**config.mk**
```make
export PLATFORM = sky130hd
export DESIGN_NAME = if_stage_pipe_flat
export DESIGN_NICKNAME = d
export VERILOG_FILES = /design/src/rtl/mips_pipe_pkg.sv /design/src/rtl/if_stage_pipe_if.sv /design/src/rtl/if_stage_pipe_pc_next_sel.sv /design/src/rtl/if_stage_pipe.sv /design/src/flat_wrapper.sv
export SDC_FILE = /design/constraint.sdc
export NUM_CORES = 1
export LEC_CHECK = 0
export CORE_ASPECT_RATIO = 0.6
export CORE_MARGIN = 2
export CORE_UTILIZATION = 40
export CTS_BUF_LIST = sky130_fd_sc_hd__clkbuf_2
export DETAILED_ROUTE_END_ITERATION = 8
export PLACE_DENSITY_LB_ADDON = 0.3
export REMOVE_ABC_BUFFERS = 1
export SYNTH_ARGS = -nofsm -noshare
export SYNTH_HDL_FRONTEND = slang
export SYNTH_SLANG_ARGS = --single-unit
```
**constraint.sdc**
```tcl
create_clock -name clk -period 3.58 [get_ports clk]
set_input_delay 0.895 -clock clk [delete_from_list [all_inputs] [get_ports clk]]
set_output_delay 0.895 -clock clk [all_outputs]
set_load 0.01 [all_outputs]
```
**src/rtl/mips_pipe_pkg.sv**
```systemverilog
// mips_pipe_pkg: shared constants and next-PC select encoding for the MIPS pipeline
package mips_pipe_pkg;
  localparam logic [31:0] RESET_PC  = 32'h0040_0000;
  localparam logic [31:0] NOP_INSTR = 32'h0000_0000;
  typedef enum logic [2:0] {PCSEL_SEQ, PCSEL_BR, PCSEL_JR, PCSEL_J, PCSEL_HOLD} pcsel_e;
endpackage

```
**src/rtl/if_stage_pipe_if.sv**
```systemverilog
// if_stage_pipe_if: hazard controls, redirect targets, imem data and IF/ID outputs of the fetch stage
// master = hazard/decode/memory side, slave = if_stage_pipe
// IF_PERF_CNT_EN adds StallCount/FlushCount outputs
interface if_stage_pipe_if #(parameter int DATA_WIDTH = 32);
  logic                  PCHold, IFIDHold, BranchTaken, Jump, JR;
  logic [DATA_WIDTH-1:0] BranchTarget, JumpTarget, JRTarget, InstrIn;
  logic [DATA_WIDTH-1:0] PC, IF_ID_Instr, IF_ID_PC4;
  logic                  IF_ID_Valid, Redirect;
`ifdef IF_PERF_CNT_EN
  logic [31:0]           StallCount, FlushCount;
`endif
  modport master (
    output PCHold, IFIDHold, BranchTaken, BranchTarget, Jump, JumpTarget, JR, JRTarget, InstrIn,
    input  PC, IF_ID_Instr, IF_ID_PC4, IF_ID_Valid, Redirect
`ifdef IF_PERF_CNT_EN
    , StallCount, FlushCount
`endif
  );
  modport slave (
    input  PCHold, IFIDHold, BranchTaken, BranchTarget, Jump, JumpTarget, JR, JRTarget, InstrIn,
    output PC, IF_ID_Instr, IF_ID_PC4, IF_ID_Valid, Redirect
`ifdef IF_PERF_CNT_EN
    , StallCount, FlushCount
`endif
  );
endinterface

```
**src/rtl/if_stage_pipe_pc_next_sel.sv**
```systemverilog
// pc_next_sel: priority mux choosing next PC (branch > hold > JR > jump > PC+4) and flagging redirects
// in: pc, pc4, pc_hold, branch/jr/jump requests and targets; out: next_pc, redirect
module pc_next_sel
  import mips_pipe_pkg::*;
#(parameter int DATA_WIDTH = 32) (
  input  logic [DATA_WIDTH-1:0] pc,
  input  logic [DATA_WIDTH-1:0] pc4,
  input  logic                  pc_hold,
  input  logic                  branch_taken,
  input  logic [DATA_WIDTH-1:0] branch_target,
  input  logic                  jr,
  input  logic [DATA_WIDTH-1:0] jr_target,
  input  logic                  jump,
  input  logic [DATA_WIDTH-1:0] jump_target,
  output logic [DATA_WIDTH-1:0] next_pc,
  output logic                  redirect
);
  pcsel_e sel;
  always_comb begin
    // a resolved branch is older than whatever is stalled, so it beats the hold
    sel = branch_taken ? PCSEL_BR : pc_hold ? PCSEL_HOLD : jr ? PCSEL_JR : jump ? PCSEL_J : PCSEL_SEQ;
    next_pc = (sel == PCSEL_BR)   ? branch_target :
              (sel == PCSEL_HOLD) ? pc :
              (sel == PCSEL_JR)   ? jr_target :
              (sel == PCSEL_J)    ? jump_target : pc4;
    redirect = branch_taken | (!pc_hold & (jr | jump));
  end
endmodule

```
**src/rtl/if_stage_pipe.sv**
```systemverilog
// if_stage_pipe: MIPS instruction-fetch stage with PC register and IF/ID pipeline register
// ports: clk, reset (async active-high), bus (if_stage_pipe_if.slave: controls, targets, InstrIn in; PC, IF/ID, Redirect out)
// IF_PERF_CNT_EN: adds saturating StallCount/FlushCount
module if_stage_pipe #(
  parameter int                    DATA_WIDTH = 32,
  parameter logic [DATA_WIDTH-1:0] RESET_PC   = mips_pipe_pkg::RESET_PC,
  parameter logic [DATA_WIDTH-1:0] NOP_INSTR  = mips_pipe_pkg::NOP_INSTR
) (
  input logic            clk,
  input logic            reset,
  if_stage_pipe_if.slave bus
);
  logic [DATA_WIDTH-1:0] pc_q, pc_d, instr_q, instr_d, pc4_q, pc4_d, pc4, next_pc;
  logic                  valid_q, valid_d, redirect;
  assign pc4 = pc_q + DATA_WIDTH'(4);
  pc_next_sel #(.DATA_WIDTH(DATA_WIDTH)) u_sel (
    .pc(pc_q), .pc4(pc4), .pc_hold(bus.PCHold),
    .branch_taken(bus.BranchTaken), .branch_target(bus.BranchTarget),
    .jr(bus.JR), .jr_target(bus.JRTarget),
    .jump(bus.Jump), .jump_target(bus.JumpTarget),
    .next_pc(next_pc), .redirect(redirect)
  );
  always_comb begin
    pc_d    = next_pc;
    // flush beats hold: the fetched instruction is on the wrong path
    instr_d = redirect ? NOP_INSTR : bus.IFIDHold ? instr_q : bus.InstrIn;
    pc4_d   = redirect ? '0 : bus.IFIDHold ? pc4_q : pc4;
    valid_d = !redirect && (bus.IFIDHold ? valid_q : 1'b1);
  end
  always_ff @(posedge clk or posedge reset) begin
    if (reset) begin
      pc_q    <= RESET_PC;
      instr_q <= NOP_INSTR;
      pc4_q   <= '0;
      valid_q <= 1'b0;
    end else begin
      pc_q    <= pc_d;
      instr_q <= instr_d;
      pc4_q   <= pc4_d;
      valid_q <= valid_d;
    end
  end
  assign bus.PC          = pc_q;
  assign bus.IF_ID_Instr = instr_q;
  assign bus.IF_ID_PC4   = pc4_q;
  assign bus.IF_ID_Valid = valid_q;
  assign bus.Redirect    = redirect;
`ifdef IF_PERF_CNT_EN
  logic [31:0] stall_cnt_q, stall_cnt_d, flush_cnt_q, flush_cnt_d;
  always_comb begin
    // a taken branch overrides the hold, so that cycle is not a stall
    stall_cnt_d = (bus.PCHold && !bus.BranchTaken && !(&stall_cnt_q)) ? stall_cnt_q + 32'd1 : stall_cnt_q;
    flush_cnt_d = (redirect && !(&flush_cnt_q)) ? flush_cnt_q + 32'd1 : flush_cnt_q;
  end
  always_ff @(posedge clk or posedge reset) begin
    if (reset) begin
      stall_cnt_q <= '0;
      flush_cnt_q <= '0;
    end else begin
      stall_cnt_q <= stall_cnt_d;
      flush_cnt_q <= flush_cnt_d;
    end
  end
  assign bus.StallCount = stall_cnt_q;
  assign bus.FlushCount = flush_cnt_q;
`endif
endmodule

```
**src/flat_wrapper.sv**
```systemverilog
// flat-port wrapper written by rule: the top's interface ports become plain ports
module if_stage_pipe_flat 
#(
  parameter int                    DATA_WIDTH = 32,
  parameter logic [DATA_WIDTH-1:0] RESET_PC   = mips_pipe_pkg::RESET_PC,
  parameter logic [DATA_WIDTH-1:0] NOP_INSTR  = mips_pipe_pkg::NOP_INSTR
)
  (clk, reset, bus_PCHold, bus_IFIDHold, bus_BranchTaken, bus_BranchTarget, bus_Jump, bus_JumpTarget, bus_JR, bus_JRTarget, bus_InstrIn, bus_PC, bus_IF_ID_Instr, bus_IF_ID_PC4, bus_IF_ID_Valid, bus_Redirect);
  if_stage_pipe_if #(.DATA_WIDTH(DATA_WIDTH)) bus_i ();
  input logic clk;
  input logic reset;
  input wire logic [$bits(bus_i.PCHold)-1:0] bus_PCHold;
  input wire logic [$bits(bus_i.IFIDHold)-1:0] bus_IFIDHold;
  input wire logic [$bits(bus_i.BranchTaken)-1:0] bus_BranchTaken;
  input wire logic [$bits(bus_i.BranchTarget)-1:0] bus_BranchTarget;
  input wire logic [$bits(bus_i.Jump)-1:0] bus_Jump;
  input wire logic [$bits(bus_i.JumpTarget)-1:0] bus_JumpTarget;
  input wire logic [$bits(bus_i.JR)-1:0] bus_JR;
  input wire logic [$bits(bus_i.JRTarget)-1:0] bus_JRTarget;
  input wire logic [$bits(bus_i.InstrIn)-1:0] bus_InstrIn;
  output wire logic [$bits(bus_i.PC)-1:0] bus_PC;
  output wire logic [$bits(bus_i.IF_ID_Instr)-1:0] bus_IF_ID_Instr;
  output wire logic [$bits(bus_i.IF_ID_PC4)-1:0] bus_IF_ID_PC4;
  output wire logic [$bits(bus_i.IF_ID_Valid)-1:0] bus_IF_ID_Valid;
  output wire logic [$bits(bus_i.Redirect)-1:0] bus_Redirect;
  assign bus_i.PCHold = bus_PCHold;
  assign bus_i.IFIDHold = bus_IFIDHold;
  assign bus_i.BranchTaken = bus_BranchTaken;
  assign bus_i.BranchTarget = bus_BranchTarget;
  assign bus_i.Jump = bus_Jump;
  assign bus_i.JumpTarget = bus_JumpTarget;
  assign bus_i.JR = bus_JR;
  assign bus_i.JRTarget = bus_JRTarget;
  assign bus_i.InstrIn = bus_InstrIn;
  assign bus_PC = bus_i.PC;
  assign bus_IF_ID_Instr = bus_i.IF_ID_Instr;
  assign bus_IF_ID_PC4 = bus_i.IF_ID_PC4;
  assign bus_IF_ID_Valid = bus_i.IF_ID_Valid;
  assign bus_Redirect = bus_i.Redirect;
  if_stage_pipe #(.DATA_WIDTH(DATA_WIDTH), .RESET_PC(RESET_PC), .NOP_INSTR(NOP_INSTR)) u_core (.clk(clk), .reset(reset), .bus(bus_i));
endmodule
```
==> reports/results.ini, run 1 <==
[place]
hpwl_mm = 14.3
place.gp.congestion = 0.892
io_buffers = 232

[clocking]
cts_tree = built
cts.clk_slew.worst_paths_ns = 0.29
cts-root-buf = clkbuf_2
htree_levels = 3
cts_setup_buffers = 0
cts_buffers = 9
clock_latency_ns = 0.62
clock_sinks = 97
cts_buffer_depth = 2

[sta]
fin_tns_setup_ns = 0
finalSetupViolCount = 0
final.setup_skew_ns = 0.0379
rsz0062_at_grt = no
final.min_clock_period_ns = 3.50
slew_headroom_pct = 46.8
period_share_pct = 97.8
max_clock_freq_mhz = 286
finalMaxSlewViolations = 0
hold_viol_final = 0
tightest_slew_ns = 0.798

[worst_setup_path]
crit_path_frequent_cell = clkdlybuf4s50_1
ff2ff_setup_slack_ns = 1.05
crit_required_ns = 2.68
critPathMaxStageDelay_ns = 0.53
worstPathArrival_ns = 2.61
crit_fanout = 2
path_class = input port to primary output
crit_path_start_kind = input port
crit_path_end_kind = primary output
critPathSlowestCell = clkdlybuf4s50_1
path_cells = clkdlybuf4s50_1 -> nor2_1 -> or2_2 -> and2_1 -> inv_1 -> clkdlybuf4s50_1

[global_route]
grt_pass1_vias = 5371
antenna_found_initial = 1
grt.overflow.total = 0
grt_max_degree = 52
grt_pass1_wl_mm = 29.8
grtUsageTotal_pct = 26.7

[die]
die_area_um2 = 14400
die_w_um = 154
initial_core_util_pct = 41.5
die_h_um = 93.8
ioPinCount = 233
coreArea_um2 = 13000
fp-row-count = 32

[route]
vias_per_cell = 5.68
routedWlPerCell_um = 20.0
drt_iter0_drc = 416
drc = 0
drt-total-wl_mm = 19.4
first_pass_iters = 6
ant_nets = 0
vias = 5517

[final_layout]
nFillCells = 1121
layout_commonest_cell = clkdlybuf4s50_1
n_antenna_cell = 0
syn_to_final_growth_pct = 48.7
drive_gt1_share_pct = 6.99
layout_common_cells = 230 x clkdlybuf4s50_1, 96 x dfrtp_1, 78 x nor2_1
nets = 932

[run]
cap_violations = 0

[logic_synthesis]
synthArstFlopShare_pct = 100
synth-main-ff-cell = dfrtp_1
yosys.area.top_type = dfrtp_1
synth_edf_count = 0
netlist.area_leader.share_pct = 44.7
synth_area_um2 = 5380
synth_area_leaders = dfrtp_1 45%, mux2i_1 8.4%, nor2_1 5.4%
avgSynthCellArea_um2 = 9.36
yosys.cell_types.count = 62
synth_cells = 575
ys_seq_elements = 97
yosysSeqAreaShare_pct = 45.1
yosys_warnings = 0

[power_and_ir_drop]
powerDensity_nw_per_um2 = 324
combinationalPowerShare_pct = 30.3
leakage_nw = 3.38
power_frac_seq_pct = 49.8
p_clk_share_pct = 19.8
power.switching_w = 0.000876
p_int_w = 0.00171
peakVddDrop_v = 0.000155
switching_share_pct = 33.8
finalPower_w = 0.00259

[run_status]
status = complete, no violations

[min_path]
hold_class = flip-flop to flip-flop

layer usage:
metal | up-vias | routed length [um] | share of wire [%] | GRT usage [%]
met5 | - | 12 | 0.062 | 0
met4 | 2 | 291 | 1.5 | 6.96
met3 | 26 | 2060 | 11 | 7.75
met2 | 325 | 8430 | 43 | 40.0
met1 | 2630 | 8630 | 44 | 38.1
li1 | 2534 | - | - | -
power groups by stage:
stage	registers, W	logic (W)	clock network, W
3_5_place_dp	0.00131	0.000782	0
3_3_place_gp	0.00130	0.000767	0
5_1_grt	0.00130	0.000848	0.000563
6_report	0.00129	0.000786	0.000513
2_1_floorplan	0.00132	0.000289	0
4_1_cts	0.00129	0.000785	0.000523
what timing repair did:
action,in CTS,in global routing
hold buffers,0,0
gates resized for setup,1,0
endpoints found under the setup margin,1,0
hold endpoints to repair,0,0
final timing paths:
check,cells after the start,end,start
setup / recovery,6,bus_Redirect,bus_Jump
hold / removal,1,u_core.bus.IF_ID_Valid$_DFF_PP0_,u_core.bus.IF_ID_Valid$_DFF_PP0_
setup reg to reg,6,u_core.bus.PC[28]$_DFFE_PP0P_,u_core.bus.PC[2]$_DFFE_PP0P_
hold reg to reg,1,u_core.bus.IF_ID_Valid$_DFF_PP0_,u_core.bus.IF_ID_Valid$_DFF_PP0_
max in group asynchronous,3,u_core.bus.PC[7]$_DFFE_PP0P_,reset
min in group asynchronous,2,u_core.bus.PC[14]$_DFFE_PP0P_,reset
cells by family after synthesis:
group           Yosys count  synth area share [%]
simple gates            177                  16.5
compound gates          175                  21.6
flops                    97                  45.1
buf+inv                  55                  4.05
mux                      46                  8.58
xor+xnor                 24                  3.91
fa+ha+maj                 1                 0.233
per-stage QoR:
stage	cell area [um2]	util, %	hold WS, ns	worst slack, ns	instances
after floorplan	5220	-	0.516	0.153	535
after global placement	7900	60.9	0.461	0.0155	955
after detailed placement	7900	60.9	0.479	-0.00105	955
after CTS	8000	61.7	0.535	0.0713	971
after global routing	8000	61.7	0.551	0.0386	971
final	8000	61.7	0.529	0.0785	971
cells in the mapped netlist (6+ instances only):
master and n:
xor2_1 11, o21a_1 8, nand4_1 10, buf_2 8
dfrtp_1 96, o22ai_1 6, a21oi_1 43, inv_1 14
nor2_1 78, nand2_1 34, clkbuf_1 26, o221ai_1 7
mux2i_1 45, a22oi_1 11, a221o_1 9, o21ai_0 45
nand3_1 16, xnor2_1 13
worst max-delay path, delay by kind of cell:
family	cells	cell delay (ns)
buffers and inverters	3	1.15
AND/OR/NAND/NOR	3	0.56
flip-flops by register name, indices dropped and copies added (netlist names):
| register | flops |
|---|---|
| u_core.bus.IF_ID_PC4 | 32 |
| u_core.bus.PC | 32 |
| u_core.bus.IF_ID_Instr | 32 |
| u_core.bus.IF_ID_Valid | 1 |
layout make-up:
| class | count | area [um2] | share of cell area (%) |
|---|---|---|---|
| inverter | 15 | 58.8 | 0.735 |
| multi-input combinational | 423 | 2730 | 34.2 |
| timing repair buffer | 250 | 2460 | 30.8 |
| clock inverter | 6 | 50.0 | 0.626 |
| sequential | 97 | 2430 | 30.4 |
| clock buffer | 10 | 50.0 | 0.626 |
| tap | 170 | 213 | 2.66 |
Power figures use the tool's default switching activity.
==> run 2: changes to the inputs <==
- CORE_UTILIZATION: 40 -> 39
- CTS_BUF_LIST: sky130_fd_sc_hd__clkbuf_2 -> not set
- PLACE_DENSITY: not set -> 0.88
- PLACE_DENSITY_LB_ADDON: 0.3 -> not set
==> run 2 against run 1 <==
Compared with the run above:
- clock skew shrank 0.031 ns
- core utilization shrank 1.0 points
- largest cell class unchanged
- combinational power is essentially flat
- worst hold slack lost 0.026 ns
- critical path type unchanged
- die area grew 2.5%
- sequential cell count is the same
- sequential share of layout area shrank 0.80 points
- setup slack gained 0.075 ns
- fmax grew 2.2%
==> reports/results.ini, run 2 (synthesis results as in run 1) <==
[clocking]
cts_buffers = 9  ; unchanged
cts_buffer_depth = 2  ; unchanged
clock_latency_ns = 0.34  ; -0.28 ns
cts_tree = built
ctsHoldBuffers = 0  ; unchanged
clock_sinks = 97  ; unchanged
cts_setup_buffers = 0  ; unchanged
cts.clk_slew.worst_paths_ns = 0.07  ; -0.22 ns
htree_levels = 3  ; unchanged
cts.repair.resized = 0  ; -1
cts-root-buf = clkbuf_16

[final_layout]
drive_gt1_share_pct = 7.21  ; +0.22 points
layout_common_cells = 231 x clkdlybuf4s50_1, 96 x dfrtp_1, 78 x nor2_1
layout_commonest_cell = clkdlybuf4s50_1
nets = 935  ; +0.32%
final_cells = 980  ; +0.93%
syn_to_final_growth_pct = 52.7

[sta]
max_clock_freq_mhz = 292  ; +2.2%
fin_tns_setup_ns = 0  ; unchanged
rsz0062_at_grt = no
final.min_clock_period_ns = 3.43  ; -0.0754 ns
hold_viol_final = 0  ; unchanged
finalSetupViolCount = 0  ; unchanged
final.setup_skew_ns = 0.00713  ; -0.0308 ns
slew_headroom_pct = 46.3  ; -0.46 points
tightest_slew_ns = 0.805  ; +0.00695 ns
finalMaxSlewViolations = 0  ; unchanged
setup_ws_ns = 0.154  ; +0.0754 ns
period_share_pct = 95.7  ; -2.1 points

[run_status]
status = complete, no violations

[die]
ioPinCount = 233  ; unchanged
initial_core_util_pct = 39.7  ; -1.7 points
die_w_um = 156  ; +1.2%
die_h_um = 95.0  ; +1.2%
fp-row-count = 33  ; +3.1%
coreArea_um2 = 13500  ; +4.4%
die_area_um2 = 14800  ; +2.5%

[worst_setup_path]
path_class = input port to primary output
critPathSlowestCell = clkdlybuf4s50_1
critPathMaxStageDelay_ns = 0.54  ; about the same
crit_fanout = 2  ; unchanged
path_cells = clkdlybuf4s50_1 -> nor2_1 -> or2_2 -> and2_1 -> inv_1 -> clkdlybuf4s50_1
worstPathArrival_ns = 2.53  ; -0.08 ns
timing.critical_path.buf_inv = 3  ; unchanged
crit_required_ns = 2.68  ; about the same
crit_path_frequent_cell = clkdlybuf4s50_1
crit_path_end_kind = primary output
cp_top_family = buffers and inverters
crit_path_start_kind = input port

[global_route]
grt_max_degree = 52  ; unchanged
grt_pass1_vias = 5563  ; +3.6%
grt_pass1_wl_mm = 30.5  ; +2.2%
grt.overflow.total = 0  ; unchanged
antenna_found_initial = 1  ; unchanged
grtUsageTotal_pct = 27.1  ; +0.35 points

[place]
io_buffers = 232  ; unchanged
place.gp.congestion = 0.869  ; -2.6%
hpwl_mm = 14.5  ; +1.1%
dp.cells = 963  ; +0.84%
place_ws_ns = 0.151  ; +0.152 ns

[power_and_ir_drop]
combinationalPowerShare_pct = 25.7  ; -4.6 points
switching_share_pct = 29.8  ; -4.0 points
finalPower_w = 0.00307  ; +18%
p_clk_share_pct = 32.2  ; +12 points
power.switching_w = 0.000914  ; +4.4%
power_frac_seq_pct = 42.0  ; -7.8 points
powerDensity_nw_per_um2 = 373  ; +15%
peakVddDrop_v = 0.000226  ; +46%
leakage_nw = 3.46  ; +2.5%
p_int_w = 0.00215  ; +26%

[route]
drt-total-wl_mm = 19.8  ; +2.2%
vias_per_cell = 5.68  ; about the same
routedWlPerCell_um = 20.3  ; +1.3%
ant_nets = 0  ; unchanged
drt_iter0_drc = 351  ; -16%
drc = 0  ; unchanged
vias = 5564  ; +0.85%
first_pass_iters = 6  ; unchanged

[min_path]
hold_class = flip-flop to flip-flop

[run]
cap_violations = 0  ; unchanged

==> run 2: final timing paths <==
path                                                          endpoint  depth (start not counted)                              from  slack (ns)
worst max-delay path                                      bus_Redirect                          6                          bus_Jump        0.15
worst min-delay path                  u_core.bus.IF_ID_Valid$_DFF_PP0_                          1  u_core.bus.IF_ID_Valid$_DFF_PP0_        0.50
worst max register to register           u_core.bus.PC[28]$_DFFE_PP0P_                          6      u_core.bus.PC[2]$_DFFE_PP0P_        1.14
worst min register to register        u_core.bus.IF_ID_Valid$_DFF_PP0_                          1  u_core.bus.IF_ID_Valid$_DFF_PP0_        0.50
max in group asynchronous                 u_core.bus.PC[0]$_DFFE_PP0P_                          3                             reset        1.85
min in group asynchronous       u_core.bus.IF_ID_Instr[21]$_DFFE_PP0P_                          2                             reset        0.97
==> run 2: power by group through the flow <==
| stage | logic, W | clock network, W | registers (W) |
|---|---|---|---|
| after CTS | 0.000789 | 0.00101 | 0.00129 |
| after global placement | 0.000773 | 0 | 0.00130 |
| final | 0.000788 | 0.000989 | 0.00129 |
| after global routing | 0.000851 | 0.00105 | 0.00130 |
| after detailed placement | 0.000787 | 0 | 0.00131 |
| after floorplan | 0.000289 | 0 | 0.00132 |
==> run 2: final cells by class <==
cell class	instances	area [um2]
Antenna cell	1	2.50
Clock buffer	10	229
Clock inverter	6	67.6
Fill cell	1166	5330
Inverter	15	58.8
Multi-Input combinational cell	423	2730
Sequential cell	97	2430
Tap cell	175	219
Timing Repair Buffer	253	2470
==> run 2: routing by layer <==
layer	routed length, um	GRT usage [%]	up-vias
met1	8990	37.2	2696
met3	1810	8.21	23
met2	8770	42.0	295
li1	-	-	2550
met5	0	0	-
met4	280	6.88	0
==> run 2: metrics by stage <==
stage                     hold WS (ns)  instance area, um2  utilization, %
after floorplan                  0.516                5220               -
after global placement           0.461                7920            58.4
after detailed placement         0.500                7920            58.4
after CTS                        0.516                8210            60.6
after global routing             0.526                8210            60.6
final                            0.503                8210            60.7
==> RTL edit, RTL diff (settings of run 1) <==
`DATA_WIDTH` is set to 32 in 4 places; all go to 64.
--- a/src/rtl/if_stage_pipe_if.sv
+++ b/src/rtl/if_stage_pipe_if.sv
@@ -2,5 +2,5 @@
 // master = hazard/decode/memory side, slave = if_stage_pipe
 // IF_PERF_CNT_EN adds StallCount/FlushCount outputs
-interface if_stage_pipe_if #(parameter int DATA_WIDTH = 32);
+interface if_stage_pipe_if #(parameter int DATA_WIDTH = 64);
   logic                  PCHold, IFIDHold, BranchTaken, Jump, JR;
   logic [DATA_WIDTH-1:0] BranchTarget, JumpTarget, JRTarget, InstrIn;
--- a/src/rtl/if_stage_pipe_pc_next_sel.sv
+++ b/src/rtl/if_stage_pipe_pc_next_sel.sv
@@ -3,5 +3,5 @@
 module pc_next_sel
   import mips_pipe_pkg::*;
-#(parameter int DATA_WIDTH = 32) (
+#(parameter int DATA_WIDTH = 64) (
   input  logic [DATA_WIDTH-1:0] pc,
   input  logic [DATA_WIDTH-1:0] pc4,
--- a/src/rtl/if_stage_pipe.sv
+++ b/src/rtl/if_stage_pipe.sv
@@ -3,5 +3,5 @@
 // IF_PERF_CNT_EN: adds saturating StallCount/FlushCount
 module if_stage_pipe #(
-  parameter int                    DATA_WIDTH = 32,
+  parameter int                    DATA_WIDTH = 64,
   parameter logic [DATA_WIDTH-1:0] RESET_PC   = mips_pipe_pkg::RESET_PC,
   parameter logic [DATA_WIDTH-1:0] NOP_INSTR  = mips_pipe_pkg::NOP_INSTR
--- a/src/flat_wrapper.sv
+++ b/src/flat_wrapper.sv
@@ -2,5 +2,5 @@
 module if_stage_pipe_flat 
 #(
-  parameter int                    DATA_WIDTH = 32,
+  parameter int                    DATA_WIDTH = 64,
   parameter logic [DATA_WIDTH-1:0] RESET_PC   = mips_pipe_pkg::RESET_PC,
   parameter logic [DATA_WIDTH-1:0] NOP_INSTR  = mips_pipe_pkg::NOP_INSTR
Interface: changed (7 resized); port bits go from 233 to 457. The function was not compared with the original's and may differ.
==> RTL edit against run 1 <==
Power increased by 110%. Non-clock buffer count is 249 higher. Area after synthesis grew 100%. Hold slack better by 0.0015 ns. Design area rose by 100%. Critical path depth is the same. First-iteration DRC count grew to 2.8 times the old value. Sequential cell count increased by 96. Wire length up 140%. Sequential share of layout area decreased by 0.51 points. Synthesized cell count grew 110%. Register-to-register slack worse by 0.68 ns. Worst setup slack got worse by 0.010 ns. Critical path type unchanged.
==> RTL edit: results (changes against run 1) <==
Parameter                              Value

Outcome
  Outcome ... finished clean

Power
  Design internal power ... 3610 uW (+110%)
  Maximum vdd drop ... 0.262 mV (+69%)
  Reported leakage power ... 0.00657 uW (+95%)
  Fraction of power consumed by sequential logic ... 47.8% (-2.0 points)
  Total power after layout ... 5440 uW (+110%)
  Proportion of power drawn by the clock network ... 22.4% (+2.6 points)

Clock network
  Post-CTS Resized ... 0 (-1)
  CTS buffer count ... 17 (+8)
  Insertion delay of the later-clocked pin in the worst-skew pair ... 0.80 ns (+0.18 ns)
  H-tree lvl count ... 4 (+1)

Layout
  Share of post-route cells with drive strength above 1 ... 7.79% (+0.79 points)
  Net count of the finished layout ... 1895 (+100%)

Placement
  Placer's final routability congestion estimate ... 0.940 (+5.4%)
  HPWL after detailed placement ... 35.1 mm (+150%)
  Post-placement worst setup slack ... 0.102 ns (+0.103 ns)
  Number of input and output port buffers inserted ... 456 (+97%)

Yosys
  Ys flop type ... dfrtp_1
  Leading cell types by count after synthesis ... dfrtp_1 (192), nor2_1 (172), a21oi_1 (116), o21ai_0 (88), mux2i_1 (85)
  Unique cell type count in the Yosys netlist ... 83 (+34%)
  Ranking of synthesized cells by area ... dfrtp_1 (44%), mux2i_1 (7.8%), nor2_1 (5.9%), a21oi_1 (5.3%), o21ai_0 (4.0%)
  Cell count after synthesis ... 1211 (+110%)
  Portion of synthesized cell area occupied by the leading cell type ... 43.8% (-0.82 points)

Global routing
  Wire length of the first global-routing pass ... 70.3 mm (+140%)
  Global routing usage on met3 ... 10.2% (+2.4 points)
  Global Route met2 Usage ... 49.7% (+9.7 points)
  Pin count of the biggest net entering global routing ... 104 (+100%)
  Tot GR Track Use ... 32.4% (+5.7 points)
  M1 GR Usage ... 44.1% (+6.0 points)
  Vias in the first global route ... 11500 (+110%)

Route
  Drt total wl ... 47.4 mm (+140%)
  Mean number of vias per cell ... 5.84 (+2.7%)
  Number of DRC violations after detailed-routing iteration 0 ... 1184 (+180%)
  Top layer in use ... met4
  Wire length on met2 ... 21.3 mm (+150%)
  Post-route met1 wirelength ... 20.0 mm (+130%)

Critical path
  Endpoint of the most critical register-to-register path ... u_core.bus.PC[44]$_DFFE_PP0P_
  Flop-to-flop setup slack ... 0.37 ns (-0.68 ns)
  Worst Reg2Reg Path Length in Cells ... 7 (+1)

STA
  Worst hold-check slack ... 0.530 ns (+0.00155 ns)
  Relative max-transition margin ... 23.8% (-23 points)
## RTL edit: worst max-delay path by stage
stage                     slack (ns)                                    end      from
final                           0.07                           bus_Redirect  bus_Jump
after detailed placement        0.10                           bus_Redirect  bus_Jump
after global routing            0.02                           bus_Redirect  bus_Jump
after CTS                        0.1                           bus_Redirect  bus_Jump
after floorplan                -2.57  u_core.bus.IF_ID_Instr[0]$_DFFE_PP0P_     reset
after global placement          0.08                           bus_Redirect  bus_Jump
## RTL edit: cell type report
type,count,area [um2]
fillers,2310,10500
multi-input cells,893,5590
repair buffers,499,4940
flip-flops and latches,193,4830
well taps,360,450
clock inverters,12,158
inverters,27,110
clock buffers,20,100
diodes,1,2.50
## RTL edit: cells by family (layout without fill, tap and decap cells)
family	after synthesis	in the layout	synth area share, %
compound gates	356	356	20.9
xor+xnor	55	55	4.39
fa+ha+maj	1	1	0.114
buf+inv	125	558	5.11
flops	193	193	44.1
mux	86	86	7.87
other cells	0	1	0
simple gates	395	395	17.6
